$ cat config.mk
export PLATFORM = sky130hd
export DESIGN_NAME = float_sqrt_iter
export DESIGN_NICKNAME = d
export VERILOG_FILES = /design/src/rtl/float_pkg.sv /design/src/rtl/sqrt_digit_step.sv /design/src/rtl/float_sqrt_iter.sv
export SDC_FILE = /design/constraint.sdc
export NUM_CORES = 1
export LEC_CHECK = 0
export ABC_AREA = 1
export CORE_ASPECT_RATIO = 1.25
export CORE_MARGIN = 2
export CORE_UTILIZATION = 50
export CTS_CLUSTER_SIZE = 8
export DETAILED_ROUTE_END_ITERATION = 10
export MAX_ROUTING_LAYER = met4
export PLACE_DENSITY = 0.71
export SYNTH_ARGS = -nofsm -noshare
export SYNTH_HDL_FRONTEND = slang
export SYNTH_SLANG_ARGS = --single-unit
$ cat constraint.sdc
create_clock -name clk -period 5.9 [get_ports clk]
set_input_delay 1.18 -clock clk [delete_from_list [all_inputs] [get_ports clk]]
set_output_delay 1.18 -clock clk [all_outputs]
set_load 0.03 [all_outputs]
$ cat src/rtl/float_pkg.sv
// FP32 field layout, special encodings and classification helpers shared by the ALU float units.
// Latency: n/a (types, constants and pure functions only).
// Backpressure: n/a.
package float_pkg;

  typedef struct packed {
    logic       sign;
    logic [7:0] exp;
    logic [22:0] mant;
  } fp32_t;

  localparam logic [31:0] FP32_QNAN = 32'h7FC00000;
  localparam logic [31:0] FP32_PINF = 32'h7F800000;
  localparam int          FP32_BIAS = 127;

  // Square-root datapath widths: a 25-bit root (24 significand bits plus a
  // round bit) consumes a 50-bit radicand two bits at a time. The partial
  // remainder never exceeds 2*root, so 28 bits leave comfortable headroom.
  localparam int ROOT_W = 25;
  localparam int RAD_W  = 2 * ROOT_W;
  localparam int REM_W  = 28;

  function automatic logic is_nan(input fp32_t f);
    return (f.exp == 8'hFF) && (f.mant != 23'd0);
  endfunction

  function automatic logic is_inf(input fp32_t f);
    return (f.exp == 8'hFF) && (f.mant == 23'd0);
  endfunction

  function automatic logic is_zero_or_denorm(input fp32_t f);
    return (f.exp == 8'h00);
  endfunction

endpackage

$ cat src/rtl/sqrt_digit_step.sv
// One restoring square-root iteration: resolves a single root bit.
// Latency: combinational.
// Backpressure: none (pure function of its inputs).
//
// Ports:
//   i_rem   partial remainder before this step
//   i_root  partial root so far (integer value q)
//   i_rad2  next two radicand bits, MSB first
//   o_rem   partial remainder after this step
//   o_bit   root bit resolved by this step
module sqrt_digit_step
  import float_pkg::*;
(
  input  logic [REM_W-1:0]  i_rem,
  input  logic [ROOT_W-1:0] i_root,
  input  logic [1:0]        i_rad2,
  output logic [REM_W-1:0]  o_rem,
  output logic              o_bit
);

  logic [REM_W+1:0] w_shift;
  logic [REM_W+1:0] w_trial;
  logic [REM_W+1:0] w_diff;

  // r' = 4r + d ; trial = 4q + 1 ; keep r' - trial when it does not go negative.
  assign w_shift = {i_rem, i_rad2};
  assign w_trial = {{(REM_W - ROOT_W){1'b0}}, i_root, 2'b01};
  assign w_diff  = w_shift - w_trial;
  assign o_bit   = (w_shift >= w_trial);
  assign o_rem   = o_bit ? w_diff[REM_W-1:0] : w_shift[REM_W-1:0];

  // The remainder is bounded by 2q+1, so the top two bits are always zero.
  logic w_unused;
  assign w_unused = ^{w_diff[REM_W+1:REM_W], w_shift[REM_W+1:REM_W]};

endmodule

$ cat src/rtl/float_sqrt_iter.sv
// FP32 square root by restoring digit recurrence, BITS_PER_CYCLE root bits per cycle.
// Latency: N+1 cycles from accept for normal operands (N = 25/BITS_PER_CYCLE), 1 cycle for specials.
// Backpressure: single outstanding op; in_ready low in CALC/DONE, result held until out_ready.
//
// Ports:
//   clk, areset                 clock, asynchronous active-high reset
//   in_valid/in_ready/in_a/in_tag        operand side handshake, FP32 operand, caller tag
//   out_valid/out_ready/out_q/out_tag    result side handshake, FP32 result, returned tag
//   out_invalid, out_inexact             exception flags for out_q
//
// BITS_PER_CYCLE must divide 25 (1, 5 or 25).
module float_sqrt_iter
  import float_pkg::*;
#(
  parameter int BITS_PER_CYCLE = 1,
  parameter int TAG_W          = 4
) (
  input  logic             clk,
  input  logic             areset,
  input  logic             in_valid,
  output logic             in_ready,
  input  logic [31:0]      in_a,
  input  logic [TAG_W-1:0] in_tag,
  output logic             out_valid,
  input  logic             out_ready,
  output logic [31:0]      out_q,
  output logic [TAG_W-1:0] out_tag,
  output logic             out_invalid,
  output logic             out_inexact
);

  localparam int N     = ROOT_W / BITS_PER_CYCLE;
  localparam int CNT_W = $clog2(N + 1);

  typedef enum logic [1:0] {S_IDLE, S_CALC, S_DONE} state_t;

  state_t r_state;
  state_t w_state_nxt;

  logic [RAD_W-1:0]  r_rad;
  logic [REM_W-1:0]  r_rem;
  logic [ROOT_W-1:0] r_root;
  logic [CNT_W-1:0]  r_cnt;
  logic [7:0]        r_exp;
  logic [TAG_W-1:0]  r_tag;
  logic [31:0]       r_q;
  logic [TAG_W-1:0]  r_out_tag;
  logic              r_invalid;
  logic              r_inexact;

  fp32_t w_a;
  logic  w_accept;
  logic  w_last;
  assign w_a      = in_a;
  assign w_accept = in_valid && (r_state == S_IDLE);
  assign w_last   = (r_cnt == CNT_W'(N - 1));

  // ---------------- special-case classification ----------------
  logic        w_special;
  logic [31:0] w_spec_q;
  logic        w_spec_inv;

  always_comb begin
    w_special  = 1'b1;
    w_spec_q   = FP32_QNAN;
    w_spec_inv = 1'b0;
    if (is_nan(w_a)) begin
      w_spec_q = FP32_QNAN;                   // quiet NaN out, no invalid flag
    end else if (w_a.exp == 8'h00 && w_a.mant == 23'd0) begin
      w_spec_q = in_a;                        // signed zero passes through
    end else if (w_a.sign) begin
      w_spec_inv = 1'b1;                      // any negative nonzero, incl. -inf and denormals
    end else if (is_inf(w_a)) begin
      w_spec_q = FP32_PINF;
    end else if (is_zero_or_denorm(w_a)) begin
      w_spec_q = 32'h0000_0000;               // positive denormal flushed to +0
    end else begin
      w_special = 1'b0;
    end
  end

  // ---------------- unpack ----------------
  // Odd exponent (exp even, since the bias is odd) doubles the significand
  // so the halved exponent stays exact. Result exponent = E/2 + 127.
  logic [ROOT_W-1:0] w_sig25;
  logic [7:0]        w_res_exp;
  assign w_sig25   = w_a.exp[0] ? {1'b0, 1'b1, w_a.mant} : {1'b1, w_a.mant, 1'b0};
  assign w_res_exp = {1'b0, w_a.exp[7:1]} + 8'd63 + {7'd0, w_a.exp[0]};

  // ---------------- recurrence chain ----------------
  logic [REM_W-1:0]          w_rem  [BITS_PER_CYCLE+1];
  logic [ROOT_W-1:0]         w_root [BITS_PER_CYCLE+1];
  logic [BITS_PER_CYCLE-1:0] w_bit;

  assign w_rem[0]  = r_rem;
  assign w_root[0] = r_root;

  for (genvar k = 0; k < BITS_PER_CYCLE; k++) begin : g_step
    sqrt_digit_step u_step (
      .i_rem  (w_rem[k]),
      .i_root (w_root[k]),
      .i_rad2 (r_rad[RAD_W-1-2*k -: 2]),
      .o_rem  (w_rem[k+1]),
      .o_bit  (w_bit[k])
    );
    assign w_root[k+1] = {w_root[k][ROOT_W-2:0], w_bit[k]};
  end

  // ---------------- round to nearest even ----------------
  // The root of a value in [1,4) lies in [1,2), so the increment never
  // carries out of the 24-bit significand.
  logic [ROOT_W-1:0] w_fin_root;
  logic              w_sticky;
  logic [23:0]       w_sig;
  assign w_fin_root = w_root[BITS_PER_CYCLE];
  assign w_sticky   = |w_rem[BITS_PER_CYCLE];
  assign w_sig      = w_fin_root[ROOT_W-1:1]
                    + {23'd0, w_fin_root[0] & (w_sticky | w_fin_root[1])};

  logic w_unused;
  assign w_unused = w_sig[23];

  // ---------------- FSM ----------------
  always_ff @(posedge clk or posedge areset) begin
    if (areset) r_state <= S_IDLE;
    else        r_state <= w_state_nxt;
  end

  always_comb begin
    w_state_nxt = r_state;
    case (r_state)
      S_IDLE:  if (w_accept) w_state_nxt = w_special ? S_DONE : S_CALC;
      S_CALC:  if (w_last) w_state_nxt = S_DONE;
      S_DONE:  if (out_ready) w_state_nxt = S_IDLE;
      default: w_state_nxt = S_IDLE;
    endcase
  end

  // ---------------- datapath ----------------
  always_ff @(posedge clk or posedge areset) begin
    if (areset) begin
      r_rad     <= '0;
      r_rem     <= '0;
      r_root    <= '0;
      r_cnt     <= '0;
      r_exp     <= '0;
      r_tag     <= '0;
      r_q       <= '0;
      r_out_tag <= '0;
      r_invalid <= 1'b0;
      r_inexact <= 1'b0;
    end else begin
      case (r_state)
        S_IDLE: begin
          if (w_accept) begin
            r_tag <= in_tag;
            if (w_special) begin
              r_q       <= w_spec_q;
              r_out_tag <= in_tag;
              r_invalid <= w_spec_inv;
              r_inexact <= 1'b0;
            end else begin
              r_rad  <= {w_sig25, {ROOT_W{1'b0}}};
              r_rem  <= '0;
              r_root <= '0;
              r_cnt  <= '0;
              r_exp  <= w_res_exp;
            end
          end
        end
        S_CALC: begin
          r_rad  <= r_rad << (2 * BITS_PER_CYCLE);
          r_rem  <= w_rem[BITS_PER_CYCLE];
          r_root <= w_fin_root;
          r_cnt  <= r_cnt + CNT_W'(1);
          if (w_last) begin
            r_q       <= {1'b0, r_exp, w_sig[22:0]};
            r_out_tag <= r_tag;
            r_invalid <= 1'b0;
            r_inexact <= w_fin_root[0] | w_sticky;
          end
        end
        S_DONE: begin
          if (out_ready) begin
            r_q       <= '0;
            r_out_tag <= '0;
            r_invalid <= 1'b0;
            r_inexact <= 1'b0;
          end
        end
        default: ;
      endcase
    end
  end

  assign in_ready    = (r_state == S_IDLE);
  assign out_valid   = (r_state == S_DONE);
  assign out_q       = r_q;
  assign out_tag     = r_out_tag;
  assign out_invalid = r_invalid;
  assign out_inexact = r_inexact;

endmodule
==> results of run 1 <==
==> state kept, by name, summed over array words and instances, names as in the netlist <==
register and flops:
out_q 32, r_rem 28, out_inexact 1, r_root 25, r_cnt 5, r_tag 4
r_state 2, out_invalid 1, out_tag 4, r_exp 8, r_rad 25
==> cells by family after synthesis <==
family                   Yosys count
flip-flops                       135
buffers and inverters            259
multiplexers                       1
adder cells (fa/ha/maj)           37
XOR/XNOR                          18
AND/OR/NAND/NOR                  644
AO/OA/AOI/OAI                    223
==> tightest hold or removal path: stages (launching register included) <==
cell,delay [ns]
dfrtp_1,0.34
nand2_1,0.05
nand2_1,0.05
==> area by class of cell <==
| cell class | count | area (sq um) |
|---|---|---|
| repair buffers | 85 | 836 |
| clock inverters | 14 | 163 |
| well taps | 228 | 285 |
| clock buffers | 18 | 439 |
| flip-flops and latches | 135 | 3380 |
| fillers | 1752 | 7330 |
| multi-input cells | 923 | 4640 |
| inverters | 215 | 812 |
==> how the worst max path moves through the flow <==
stage | endpoint | cells past startpoint | slack [ns] | from
6_report | r_rem[16]$_DFFE_PP0P_ | 16 | 1.36 | in_a[23]
5_1_grt | r_rem[19]$_DFFE_PP0P_ | 16 | 0.98 | in_a[23]
4_1_cts | r_rem[16]$_DFFE_PP0P_ | 16 | 1.37 | in_a[23]
3_5_place_dp | r_rem[16]$_DFFE_PP0P_ | 16 | 0.91 | in_a[23]
3_3_place_gp | r_cnt[3]$_DFFE_PP0P_ | 17 | 1.04 | in_a[23]
2_1_floorplan | out_inexact$_DFFE_PP0P_ | 1 | 1.11 | areset
==> routing by layer <==
layer  GRT usage  routed length [microns]  vias to the layer above
met5           -                        0                        -
met4      0.0851                      630                        0
met3      0.0353                      931                       37
met2       0.461                    12300                      206
met1       0.330                    10500                     3986
li1            -                        -                     4347
==> metrics by stage <==
stage | util | instances | hold WS (ns) | cell area, sq um
after CTS | 0.590 | 1618 | 0.477 | 10600
after floorplan | - | 1317 | 0.442 | 9040
after detailed placement | 0.556 | 1586 | 0.462 | 9960
after global routing | 0.590 | 1618 | 0.501 | 10600
final | 0.590 | 1618 | 0.472 | 10600
after global placement | 0.556 | 1586 | 0.457 | 9960
==> placed cells by master, fill, tap and decap left out, types with 10 or more instances in the layout <==
cell             instances
dfrtp_1                135
o21ai_1                 11
nand4_1                 14
o21ai_0                105
a21oi_1                 29
ha_1                    37
nor2_1                  73
nand2_1                424
o22ai_1                 29
nand3_1                 90
xor2_1                  10
inv_1                  204
clkdlybuf4s50_1         79
o211ai_1                24
clkbuf_16               17
==> results_dict.tcl, run 1 <==
set metrics [dict create \
    synth_cells 1317 \
    dieHeight_microns 154 \
    synth_compound_area_frac 0.143 \
    drive_above_1_share 0.0532 \
    dp_hpwl_microns 18100 \
    grt_max_degree 102 \
    cts_buffer_depth 2 \
    detail_route.first_pass.iterations 5 \
    holdPathStages 2 \
    ctsHoldBuffers 0 \
    hp-class "flop to flop" \
    routed_wl_microns 24400 \
    post-route-drc-count 0 \
    yosysTopAreaCellShare 0.374 \
    netlist_top_cells_count "nand2_1, inv_1, dfrtp_1, o21ai_0, nand3_1" \
    r2r_slack_ns 2.06 \
    synth_cell_type_count 47 \
    outcome "finished clean" \
    syn-num-nets 1394 \
    path_class "primary input to flop" \
    post-place-ws_ns 0.912 \
    finClkSkew_ns 0.0123 \
    grt_pass1_wl_microns 40600 \
    synth_area_leader_cell "dfrtp_1" \
    clock_sinks 135 \
    cpMaxStageDelayCell "nor2_1" \
    vias 8576 \
    rows 55 \
    hold_viol 0 \
    synthFlopType "dfrtp_1" \
    start_kind "primary input" \
    r2r_cells 29 \
    grt.total_usage 0.269 \
    cts_setup_buffers 0 \
    drtAntennaViolNets 0 \
    viasPerCell 5.30 \
    num_antenna_cells 0 \
    arrival_ns 4.88 \
    cp-end-kind "flop" \
    min_from "out_tag[0]$_DFFE_PP0P_" \
    crit_required_ns 6.24 \
    critPathTopFamily "buffers and inverters" \
    rsz0062_at_grt "false" \
    slew_headroom 0.295 \
    ys_seq_area_frac 0.374 \
    dieWidth_microns 124 \
    yosys_warnings 0 \
    synthAdderAreaFrac 0.0512 \
    path_buf_inv 7 \
    cts-htree-levels 4 \
    finalWeightedCongestion 0.950 \
    cts_tree "yes" \
    cts_buffers 17 \
    maxCapViolations 0 \
    setup_viol 0 \
    finalNetCount 1454 \
    synth.area.top_cells "dfrtp_1, nand2_1, inv_1" \
    clock_latency_ns 0.43 \
    max_freq_mhz 220 \
    synthArstFlopShare 1.00 \
    avgSynthCellArea_sq_um 6.86 \
    synth-edff-count 0 \
    cts_resized 0 \
    post-synth-top-count-cell "nand2_1" \
    crit_chain "clkdlybuf4s50_1 > clkinv_1 > ha_1 > nand3_1 > nor2_1 > inv_1 > nor2_1 > inv_1 > nand2_1 > nor2_1 > inv_1 > nand2_2 > buf_4 > nand2_1 > buf_4 > o21ai_0" \
    post-route-min-period_ns 4.54 \
    antenna_found_initial 0 \
    drtIter0Drc 636 \
    root_buffer "clkbuf_16" \
    syn_to_final_growth_pct 16.8 \
    io_pins 80 \
    first_global_vias 8214 \
    wl_per_cell_microns 15.1 \
    portBuffers 79 \
    grt_overflow 0 \
    setup_slack_ns 1.36 \
    initial_core_util 0.505 \
    fin_setup_tns_ns 0 \
    netlist_area_sq_um 9040 \
    min_to "out_tag[0]$_DFFE_PP0P_" \
    synth_top_family_by_area "simple AND/OR/NAND/NOR gates" \
    period_share 0.770 \
    synth-simple-area-share 0.301 \
    r2r-start "r_root[2]$_DFFE_PP0P_" \
    ys_seq_elements 135 \
    slowest_delay_ns 0.49 \
    worstMarginPinSlew_ns 1.05 \
    synthMuxAreaShare 0.00111 \
    clk_pin_slew_ns 0.07 \
    timing.rr.end "out_q[22]$_DFFE_PP0P_" \
    core_area_sq_um 17900 \
    slew_violations 0 \
    synth-xor-area-share 0.0174 \
    die-area_sq_um 19200 \
    crit_fanout 47 \
]
Power of run 1 is not shown: default switching activity piles up to over one toggle a cycle in this logic, so the estimate is an artifact.
==> inputs of run 2 (changes only) <==
==> constraint.sdc (replaced) <==
create_clock -name clk -period 4.7 [get_ports clk]
set_input_delay 0.94 -clock clk [delete_from_list [all_inputs] [get_ports clk]]
set_output_delay 0.94 -clock clk [all_outputs]
set_load 0.03 [all_outputs]
==> results_dict.tcl, run 2 (synthesis results as in run 1) <==
set metrics [dict create \
    outcome "finished clean" \
    grt_pass1_wl_microns 41000 \
    finalWeightedCongestion 0.966 \
    mostFrequentLayoutCell "nand2_1" \
    first_global_vias 8371 \
    grt_overflow 0 \
    setup_viol 0 \
    slew_violations 0 \
    path_class "flop to flop" \
    drtIter0Drc 630 \
    cts_tree "yes" \
    dieWidth_microns 124 \
    num_antenna_cells 0 \
    grt.total_usage 0.271 \
    initial_core_util 0.505 \
    cts-htree-levels 4 \
    vias 8622 \
    cts_buffers 17 \
    post-route-min-period_ns 3.91 \
    clk_pin_slew_ns 0.07 \
    max_freq_mhz 256 \
    cts_setup_buffers 0 \
    grt_max_degree 114 \
    setup_slack_ns 0.795 \
    clock_sinks 135 \
    syn_to_final_growth_pct 17.1 \
    post-place-ws_ns 0.362 \
    antenna_found_initial 0 \
    crit_top_cell "nand2_1" \
    io_pins 80 \
    finClkSkew_ns 0.0108 \
    worstMarginPinSlew_ns 1.02 \
    clock_latency_ns 0.43 \
    viasPerCell 5.31 \
    core_area_sq_um 17900 \
    slew_headroom 0.321 \
    crit_required_ns 5.06 \
    mostFrequentLayoutCells "nand2_1, inv_1, dfrtp_1" \
    wl_per_cell_microns 15.4 \
    hp-class "flop to flop" \
    maxCapViolations 0 \
    design_area_sq_um 10600 \
    largest_reg_flops 32 \
    period_share 0.831 \
    fin_setup_tns_ns 0 \
    cp-end-kind "flop" \
    die-area_sq_um 19200 \
    dp_hpwl_microns 18400 \
    finalNetCount 1460 \
    drtAntennaViolNets 0 \
    rows 55 \
    post-route-drc-count 0 \
    cpMaxStageDelayCell "dfrtp_1" \
    start_kind "flop" \
    crit_fanout 6 \
    cts_buffer_depth 2 \
    root_buffer "clkbuf_16" \
    cts_resized 0 \
    placement.cell_area_sq_um 10000 \
    routed_wl_microns 24900 \
    hold_viol 0 \
    ctsHoldBuffers 0 \
    arrival_ns 4.27 \
    detail_route.first_pass.iterations 6 \
    slowest_delay_ns 0.45 \
    portBuffers 79 \
    dieHeight_microns 154 \
    rsz0062_at_grt "false" \
    drive_above_1_share 0.0573 \
]
==> run 2: changes by cell type in the layout (fill, tap and decap cells not counted), sizes merged <==
cell      previous run  this run
clkbuf              18        17
inv                217       219
clkinv               8         7
buf                  6        12
bufinv               2         0
clkinvlp             2         4
==> run 2: metal layers <==
metal,part of all wire,track usage
met1,0.43,0.327
met2,0.50,0.461
met3,0.037,0.0349
met4,0.031,0.112
met5,0,-
==> run 2: worst max-delay path, delay by kind of cell (launching register included) <==
| kind | cells | cell delay, ns |
|---|---|---|
| AND/OR/NAND/NOR | 17 | 1.82 |
| AO/OA/AOI/OAI | 2 | 0.24 |
| adder cells (fa/ha/maj) | 2 | 0.62 |
| flip-flops | 1 | 0.45 |
| buffers and inverters | 8 | 0.72 |
==> run 2: area by class of cell <==
type | instances | area, sq um
clock buffers | 17 | 425
inverters | 215 | 812
well taps | 228 | 285
fillers | 1714 | 7300
repair buffers | 91 | 906
flip-flops and latches | 135 | 3380
clock inverters | 15 | 138
multi-input cells | 923 | 4640
==> run 2: through the flow <==
stage               instances  utilization  hold WS [ns]
floorplan                1317            -         0.442
global placement         1592        0.560         0.453
detailed placement       1592        0.560         0.459
CTS                      1624        0.592         0.475
global route             1624        0.592         0.488
finish                   1624        0.592         0.474
==> run 2: path summary, 6_finish.rpt <==
kind                                        startpoint  depth (start not counted)                      to  slack, ns
worst max-delay path             r_root[1]$_DFFE_PP0P_                         29   out_q[18]$_DFFE_PP0P_       0.79
worst min register to register  out_tag[3]$_DFFE_PP0P_                          2  out_tag[3]$_DFFE_PP0P_       0.47
max in group asynchronous                       areset                          3    out_q[6]$_DFFE_PP0P_       2.75
worst max register to register   r_root[1]$_DFFE_PP0P_                         29   out_q[18]$_DFFE_PP0P_       0.79
min in group asynchronous                       areset                          2   out_q[24]$_DFFE_PP0P_       1.13
worst min-delay path            out_tag[3]$_DFFE_PP0P_                          2  out_tag[3]$_DFFE_PP0P_       0.47
Power of run 2 is left out for the same reason.
==> inputs of run 3 (changes only) <==
==> constraint.sdc (replaced) <==
create_clock -name clk -period 3.8 [get_ports clk]
set_input_delay 0.76 -clock clk [delete_from_list [all_inputs] [get_ports clk]]
set_output_delay 0.76 -clock clk [all_outputs]
set_load 0.03 [all_outputs]
==> results_dict.tcl, run 3 (synthesis results as in run 1) <==
set metrics [dict create \
    outcome "finished clean" \
    max_freq_mhz 287 \
    start_kind "flop" \
    cts_tree "yes" \
    clock_latency_ns 0.43 \
    post-route-min-period_ns 3.49 \
    grt.total_usage 0.278 \
    dieHeight_microns 154 \
    wl_per_cell_microns 15.8 \
    place_inst 1613 \
    cpMaxStageDelayCell "dfrtp_1" \
    die-area_sq_um 19200 \
    finalNetCount 1485 \
    crit_top_cell "nand2_1" \
    min_to "out_q[18]$_DFFE_PP0P_" \
    r2r-start "r_root[22]$_DFFE_PP0P_" \
    holdPathStages 2 \
    crit_fanout 37 \
    min_from "out_q[18]$_DFFE_PP0P_" \
    cp-end-kind "flop" \
    drive_above_1_share 0.0987 \
    detail_route.first_pass.iterations 7 \
    root_buffer "clkbuf_16" \
    slowest_delay_ns 0.37 \
    drtAntennaViolNets 0 \
    vias 8835 \
    setup_viol 0 \
    dieWidth_microns 124 \
    grt_overflow 0 \
    post-route-drc-count 0 \
    rows 55 \
    finClkSkew_ns 0.00755 \
    hold_viol 0 \
    maxCapViolations 0 \
    num_antenna_cells 0 \
    cts_buffer_depth 2 \
    cp-startpoint "r_root[22]$_DFFE_PP0P_" \
    period_share 0.918 \
    r2r_cells 23 \
    finalWeightedCongestion 0.992 \
    fillCellCount 1665 \
    timing.rr.end "out_q[0]$_DFFE_PP0P_" \
    design_area_sq_um 11100 \
    first_global_vias 8506 \
    slew_violations 0 \
    path_buf_inv 4 \
    mostFrequentLayoutCell "nand2_1" \
    ctsHoldBuffers 0 \
    crit_chain "inv_1 > ha_1 > nand2_1 > inv_1 > nand2_1 > nand2_1 > nand2_1 > nand2_1 > a21oi_1 > nand3_2 > buf_4 > inv_2 > nand2_1 > nand2_1 > nand2_1 > nor2_1 > nand2_1 > nor2_1 > nand2_1 > nand2_1 > nand2_1 > nand3_1 > nand2_1" \
    io_pins 80 \
    core_area_sq_um 17900 \
    routed_wl_microns 26000 \
    arrival_ns 3.81 \
    fin_setup_tns_ns 0 \
    largest_reg_flops 32 \
    initial_core_util 0.505 \
    worstMarginPinSlew_ns 0.765 \
    slew_headroom 0.489 \
    portBuffers 79 \
    dp_hpwl_microns 19500 \
    r2r_slack_ns 0.31 \
    placement.cell_area_sq_um 10200 \
    drtIter0Drc 584 \
    crit_required_ns 4.12 \
    grt_max_degree 51 \
    post-place-ws_ns 0.138 \
    antenna_found_initial 0 \
    hp-class "flop to flop" \
    path_class "flop to flop" \
    worst-path-stages 23 \
    syn_to_final_growth_pct 22.4 \
    cts-htree-levels 4 \
    mostFrequentLayoutCells "nand2_1, inv_1, dfrtp_1" \
    cts_buffers 17 \
    stdcell_count 1647 \
    rsz0062_at_grt "false" \
    clock_sinks 135 \
    clk_pin_slew_ns 0.06 \
    viasPerCell 5.36 \
    grt_pass1_wl_microns 41700 \
    critPathTopFamily "simple AND/OR/NAND/NOR gates" \
    setup_slack_ns 0.311 \
]
[run 3: cell types whose count changed in the layout (fill, tap and decap cells not counted), sizes merged]
cell      delta
buf         +25
inv          -3
bufinv       +1
clkbuf       +1
clkinvlp     -1
[run 3: worst register-to-register path: stages, from the launching register on]
cell     delay, ns
dfrtp_1       0.37
inv_1         0.17
ha_1          0.28
nand2_1       0.14
inv_1         0.10
nand2_1       0.08
nand2_1       0.07
nand2_1       0.09
nand2_1       0.06
a21oi_1       0.16
nand3_2       0.12
buf_4         0.30
inv_2         0.29
nand2_1       0.10
nand2_1       0.11
nand2_1       0.06
nor2_1        0.19
nand2_1       0.14
nor2_1        0.10
nand2_1       0.15
nand2_1       0.09
nand2_1       0.08
nand3_1       0.07
nand2_1       0.05
[run 3: cell type report]
type	count	area [sq um]	share of cell area
clock buffers	18	439	0.0397
clock inverters	12	119	0.0107
inverters	215	813	0.0735
multi-input cells	923	4910	0.444
flip-flops and latches	135	3380	0.306
well taps	228	285	0.0258
repair buffers	116	1120	0.101
[run 3: worst max-delay path by stage]
stage / end
floorplan: out_q[18]$_DFFE_PP0P_
global placement: out_q[18]$_DFFE_PP0P_
detailed placement: out_q[18]$_DFFE_PP0P_
CTS: out_q[18]$_DFFE_PP0P_
global route: out_q[22]$_DFFE_PP0P_
finish: out_q[0]$_DFFE_PP0P_
[run 3: layer usage]
| layer | share of wire | global-route usage |
|---|---|---|
| met1 | 0.41 | 0.321 |
| met5 | 0 | - |
| met2 | 0.50 | 0.477 |
| met3 | 0.044 | 0.0408 |
| met4 | 0.046 | 0.128 |
[run 3: what timing repair did]
item                                    in CTS  in global routing
endpoints found under the setup margin       0                  6
setup buffers                                0                  4
gates resized for setup                      0                 46
[run 3: metrics by stage]
stage	utilization	hold WS (ns)
4_1_cts	0.602	0.480
3_3_place_gp	0.570	0.457
5_1_grt	0.618	0.503
6_report	0.618	0.480
2_1_floorplan	-	0.442
3_5_place_dp	0.570	0.464
Power of run 3 is left out for the same reason.
